[src/rtl/ack_key_gen.sv]
// ack_key_gen: receive-side acknowledgement generator for UDP key tracking.
// Accepts one key at a time and looks it up against a history of recent
// first-seen keys. It then queues {opcode, key} into a show-ahead ack FIFO.
// Opcode 0 marks a first-seen key and opcode 1 marks a duplicate.
//
// Optional feature macro: ACK_DUP_FILTER_EN. When it is defined, the key
// history and duplicate detection are built. When it is undefined, every
// lookup misses, ack_opcode is 0 and dup_count stays 0.
//
// Ports:
//   axis_clk, axis_rstn             clock, async active-low reset
//   rx_key_valid/rx_key/rx_key_ready  key input handshake (64-bit key)
//   ack_key_valid/ack_key/ack_opcode/ack_key_ready  ack output handshake
//   ack_count                       acks handed off (saturating, 32-bit)
//   dup_count                       duplicates detected (saturating, 32-bit)
module ack_key_gen #(
  parameter int unsigned HIST_DEPTH = 8,
  parameter int unsigned FIFO_DEPTH = 4
) (
  input  logic        axis_clk,
  input  logic        axis_rstn,
  input  logic        rx_key_valid,
  input  logic [63:0] rx_key,
  output logic        rx_key_ready,
  output logic        ack_key_valid,
  output logic [63:0] ack_key,
  output logic        ack_opcode,
  input  logic        ack_key_ready,
  output logic [31:0] ack_count,
  output logic [31:0] dup_count
);

  localparam int unsigned KEY_W   = 64;
  localparam int unsigned ENTRY_W = KEY_W + 1;
  localparam int unsigned FIFO_AW = $clog2(FIFO_DEPTH);
  localparam int unsigned OCC_W   = $clog2(FIFO_DEPTH + 1);
  localparam int unsigned CNT_W   = 32;

  typedef enum logic [0:0] {IDLE, LOOKUP} state_t;

  state_t               state, next_state;
  logic                 accept_c, push_c, pop_c, hit_c;
  logic [KEY_W-1:0]     key_q;
  logic [ENTRY_W-1:0]   fifo_mem [FIFO_DEPTH];
  logic [FIFO_AW-1:0]   fifo_wr, fifo_rd, fifo_rd_n;
  logic [OCC_W-1:0]     occ, occ_n;
  logic [ENTRY_W-1:0]   push_entry, head_q, head_n;
  logic                 ready_n;

  // State register
  always_ff @(posedge axis_clk or negedge axis_rstn) begin
    if (!axis_rstn) state <= IDLE;
    else            state <= next_state;
  end

  // Next-state and handshake strobes
  always_comb begin
    next_state = state;
    accept_c   = 1'b0;
    push_c     = 1'b0;
    case (state)
      IDLE: begin
        if (rx_key_valid && rx_key_ready) begin
          accept_c   = 1'b1;
          next_state = LOOKUP;
        end
      end
      LOOKUP: begin
        push_c     = 1'b1;
        next_state = IDLE;
      end
      default: next_state = IDLE;
    endcase
  end

  assign pop_c      = ack_key_valid && ack_key_ready;
  assign push_entry = {hit_c, key_q};

  // Captured key for the single in-flight lookup
  always_ff @(posedge axis_clk or negedge axis_rstn) begin
    if (!axis_rstn)    key_q <= '0;
    else if (accept_c) key_q <= rx_key;
  end

`ifdef ACK_DUP_FILTER_EN
  localparam int unsigned HIST_AW = $clog2(HIST_DEPTH);

  logic [KEY_W-1:0]      hist_key [HIST_DEPTH];
  logic [HIST_DEPTH-1:0] hist_vld;
  logic [HIST_AW-1:0]    hist_ptr;

  // Parallel compare against every valid history entry
  always_comb begin
    hit_c = 1'b0;
    for (int i = 0; i < int'(HIST_DEPTH); i++) begin
      if (hist_vld[i] && (hist_key[i] == key_q)) hit_c = 1'b1;
    end
  end

  // Round-robin history replacement on first-seen keys
  always_ff @(posedge axis_clk or negedge axis_rstn) begin
    if (!axis_rstn) begin
      hist_vld <= '0;
      hist_ptr <= '0;
    end else if (push_c && !hit_c) begin
      hist_vld[hist_ptr] <= 1'b1;
      hist_ptr           <= hist_ptr + HIST_AW'(1);
    end
  end

  always_ff @(posedge axis_clk) begin
    if (push_c && !hit_c) hist_key[hist_ptr] <= key_q;
  end
`else
  // No history is kept; the comparison is false for every legal depth.
  assign hit_c = (HIST_DEPTH == 0);
`endif

  // FIFO next read pointer and occupancy
  always_comb begin
    fifo_rd_n = pop_c ? fifo_rd + FIFO_AW'(1) : fifo_rd;
    occ_n     = occ;
    if (push_c && !pop_c)      occ_n = occ + OCC_W'(1);
    else if (!push_c && pop_c) occ_n = occ - OCC_W'(1);
  end

  // Registered head: bypass the pushed entry when it lands in the head slot
  always_comb begin
    head_n = '0;
    if (occ_n != '0) begin
      if (push_c && (fifo_wr == fifo_rd_n)) head_n = push_entry;
      else                                  head_n = fifo_mem[fifo_rd_n];
    end
  end

  assign ready_n = (next_state == IDLE) && (occ_n < OCC_W'(FIFO_DEPTH));

  // FIFO storage (data only, no reset needed)
  always_ff @(posedge axis_clk) begin
    if (push_c) fifo_mem[fifo_wr] <= push_entry;
  end

  // FIFO control, registered outputs and counters
  always_ff @(posedge axis_clk or negedge axis_rstn) begin
    if (!axis_rstn) begin
      fifo_wr       <= '0;
      fifo_rd       <= '0;
      occ           <= '0;
      head_q        <= '0;
      ack_key_valid <= 1'b0;
      rx_key_ready  <= 1'b0;
      ack_count     <= '0;
      dup_count     <= '0;
    end else begin
      if (push_c) fifo_wr <= fifo_wr + FIFO_AW'(1);
      fifo_rd       <= fifo_rd_n;
      occ           <= occ_n;
      head_q        <= head_n;
      ack_key_valid <= (occ_n != '0);
      rx_key_ready  <= ready_n;
      if (pop_c && (ack_count != '1))           ack_count <= ack_count + CNT_W'(1);
      if (push_c && hit_c && (dup_count != '1)) dup_count <= dup_count + CNT_W'(1);
    end
  end

  assign ack_key    = head_q[KEY_W-1:0];
  assign ack_opcode = head_q[KEY_W];

endmodule
[config.mk]
export PLATFORM = sky130hd
export DESIGN_NAME = ack_key_gen
export DESIGN_NICKNAME = d
export VERILOG_FILES = /design/src/rtl/ack_key_gen.sv
export SDC_FILE = /design/constraint.sdc
export NUM_CORES = 1
export LEC_CHECK = 0
export ABC_AREA = 1
export BUFFER_PORTS_ARGS = -buffer_cell sky130_fd_sc_hd__buf_2
export CORE_MARGIN = 3
export CORE_UTILIZATION = 40
export DETAILED_ROUTE_END_ITERATION = 7
export PLACE_DENSITY = 0.54
export REMOVE_ABC_BUFFERS = 1
export SYNTH_ARGS = -nofsm -noshare
export SYNTH_HDL_FRONTEND = slang
export SYNTH_SLANG_ARGS = --single-unit
[constraint.sdc]
create_clock -name axis_clk -period 3.73 [get_ports axis_clk]
set_clock_uncertainty 0.2 [all_clocks]
set_input_delay 0.373 -clock axis_clk [delete_from_list [all_inputs] [get_ports axis_clk]]
set_output_delay 0.373 -clock axis_clk [all_outputs]
set_load 0.02 [all_outputs]
==> results.md <==
- Grt ovf: 0
- Setup Crit Path Kind: reg -> reg
- N_diodes: 0
- WP data required: 3980 ps
- Worst-case reg-to-reg path depth: 9
- Initial Util: 0.4061
- Hold Slack: 112.4 ps
- Hold Path Origin: ack_key_ready
- Crit. Startpoint: ack_key_valid
- Top-level I/O count: 199
- Final hold vios: 0
- Flops & latches, synth: 426
- Crit path max fanout: 96
- Gr usage total: 0.1934
- H-tree depth: 2
- RR Endpoint: head_q[15]
- Pin count of the biggest net entering global routing: 97
- Max Slew Vio Count: 0
- Row Count: 79
- Initial DRC count: 826
- Most frequent cells in the layout: nand2_1 (522), edfxtp_1 (256), inv_1 (219), nand3_1 (211), nor2_1 (181)
- Final Critical Period: 2673 ps
- Post-route ant nets: 0
- Mean Syn Cell Area: 9.687 um^2
- Clock root cell: clkbuf_16
- Share of the clock period used by the worst path: 0.7167
- Power per cell area: 827.6 mW/mm^2
- Area post-placement: 0.02035 mm^2
- Max cap viols: 0
- Cell Area, Synth: 0.01895 mm^2
- CP cell instances: nand2_2 -> nand2_4 -> nand2_4 -> buf_4 -> nand2_1 -> nand3_1 -> nand2_1 -> nor2_1 -> nor2_1
- CP Capture Type: register
- Pint: 11.69 mW
- Highest Clock Rate: 374.1 MHz
- Seq pwr share: 0.396
- Commonest non-fill, non-tap cell in the layout: nand2_1
- Worst-margin pin slew: 1198 ps
- YS warnings: 0
- Vias in the first global route: 13.38k
- Register area share after synthesis: 0.6302
- Fraction of layout cells with a size suffix above 1: 0.1332
- Reg2reg setup slack: 1060 ps
- Hold Path Depth: 4
- CTS tree: done
- Die H: 223.6 um
- Antenna violations before repair: 0
- Routed vias: 13.63k
- Worst-path clk slew: 60 ps
- Die ar.: 0.05002 mm^2
- # nets final: 2,238
- Later-pin clock latency in the skew report: 560 ps
- IO Port Bufs: 165
- Critical Path Start Type: register
- WL final: 48,310 um
- # DRC: 0
- Core area: 0.04665 mm^2
- Max-slew headroom: 0.2011
- Leak: 10.27 nW
- Worst hold path type: in -> reg
- Sinks on the clock net: 426
- FF-to-FF Start: ack_key_valid
- Hold Path End: occ[2]
- Chip Width: 223.6 um
- Setup bufs post-CTS: 0
- Wirelength per Cell: 17.21 um
- Iteration count of the initial detailed-routing pass: 5
- CTS Buf Count: 46
- CP max stage delay: 780 ps
- Final Cell Area: 0.02266 mm^2
- Critical Path AT: 2920 ps
- Syn Inst Count: 1,956
- Sw power: 7.069 mW
- Outcome: finished, final reports clean
- Via-per-instance ratio: 4.857
- Cell variety after synth: 23
- Area Overhead vs Synth: 19.60%
- Final setup violating endpoints: 0
- Slowest cell on the critical path: buf_4
- Largest buffer count on any clock path: 3
- Unrepaired setup endpoints after global routing: no
- Sw Ratio: 0.3769
- Comb pwr share: 0.342
- Clk network pwr share: 0.262
- Final Power: 18.76 mW
- Max IR drop VDD: 464.8 uV
- GPL Wtd Cong: 0.8503
- Global-route wire length before repair: 76,370 um
- Detailed Place HPWL: 27,410 um
[routing by layer]
metal	wire, um	track usage	up-vias
met4	1026	0.05592	0
li1	-	-	6660
met5	0	0	-
met1	22030	0.2666	6598
met2	23020	0.3214	310
met3	2230	0.02804	66
[repair_timing]
| item | 4_1_cts | 5_1_grt |
|---|---|---|
| endpoints found under the hold margin | 121 | 0 |
| resized for setup | 0 | 0 |
| hold buffers | 65 | 0 |
[stage by stage]
stage	worst slack [ps]	instances	TNS, ps	util
floorplan	-2514	1855	-162270	-
global placement	1113	2657	0	0.4362
detailed placement	1068	2657	0	0.4362
CTS	1053	2807	0	0.4857
global route	843.2	2807	0	0.4857
finish	1057	2807	0	0.4857
[final cells by class]
type / instances / area, um^2
Fill cell: 4391 / 23990
Sequential cell: 426 / 11940
Multi-Input combinational cell: 1203 / 5645
Timing Repair Buffer: 260 / 1798
Clock buffer: 67 / 1394
Inverter: 226 / 855.8
Tap cell: 607 / 759.5
Clock inverter: 18 / 267.8
[flip-flops by register name (all words and copies together) (netlist names)]
name,cells
fifo_mem,256
head_q,64
key_q,64
ack_count,32
occ,3
fifo_rd,2
fifo_wr,2
ack_key_valid,1
rx_key_ready,1
state,1
[synthesized netlist by cell type]
cell / n / area share
buf_1: 5 / 0.00099
inv_1: 224 / 0.044
inv_2: 2 / 0.00040
nor2_2: 3 / 0.00099
nand4_1: 8 / 0.0026
clkbuf_1: 49 / 0.0097
buf_4: 34 / 0.013
nand2_2: 7 / 0.0023
dfrtp_1: 170 / 0.22
nand3_1: 211 / 0.056
buf_2: 45 / 0.012
o21ai_0: 67 / 0.018
conb_1: 1 / 0.00020
nand3b_1: 141 / 0.056
nor3_1: 2 / 0.00053
ha_1: 7 / 0.0046
nor2_4: 1 / 0.00059
nand3_2: 1 / 0.00053
nor2_1: 181 / 0.036
xnor2_1: 4 / 0.0018
xor2_1: 12 / 0.0055
edfxtp_1: 256 / 0.41
nand2_1: 525 / 0.10
[power by group through the flow]
stage          Combinational [mW]  Clock (mW)  Sequential [mW]
2_1_floorplan                3.75           0             7.74
3_3_place_gp                 6.39           0             7.48
3_5_place_dp                 6.44           0             7.51
4_1_cts                      6.53        5.05             7.44
5_1_grt                      7.24        5.22             7.57
6_report                     6.41        4.92             7.43
[cell families after synthesis]
logic type	count (synthesis)	synth area share
compound gates	67	0.01770
buf+inv	359	0.08082
fa+ha+maj	7	0.004622
flops	426	0.6302
other cells	1	0.0001979
simple gates	1080	0.2590
xor+xnor	16	0.007395
[how the worst max path moves through the flow]
stage	to	cells after the start
after floorplan	head_q[0]	9
after global placement	head_q[52]	10
after detailed placement	head_q[58]	10
after CTS	head_q[7]	9
after global routing	head_q[15]	9
final	head_q[15]	9
[critical path, delay by kind of cell, from the launching register on]
family / cells / cell delay, ps
and+or+nand+nor: 8 / 950
buffers and inverters: 1 / 780
DFF: 1 / 470
Power figures use the tool's default switching activity.
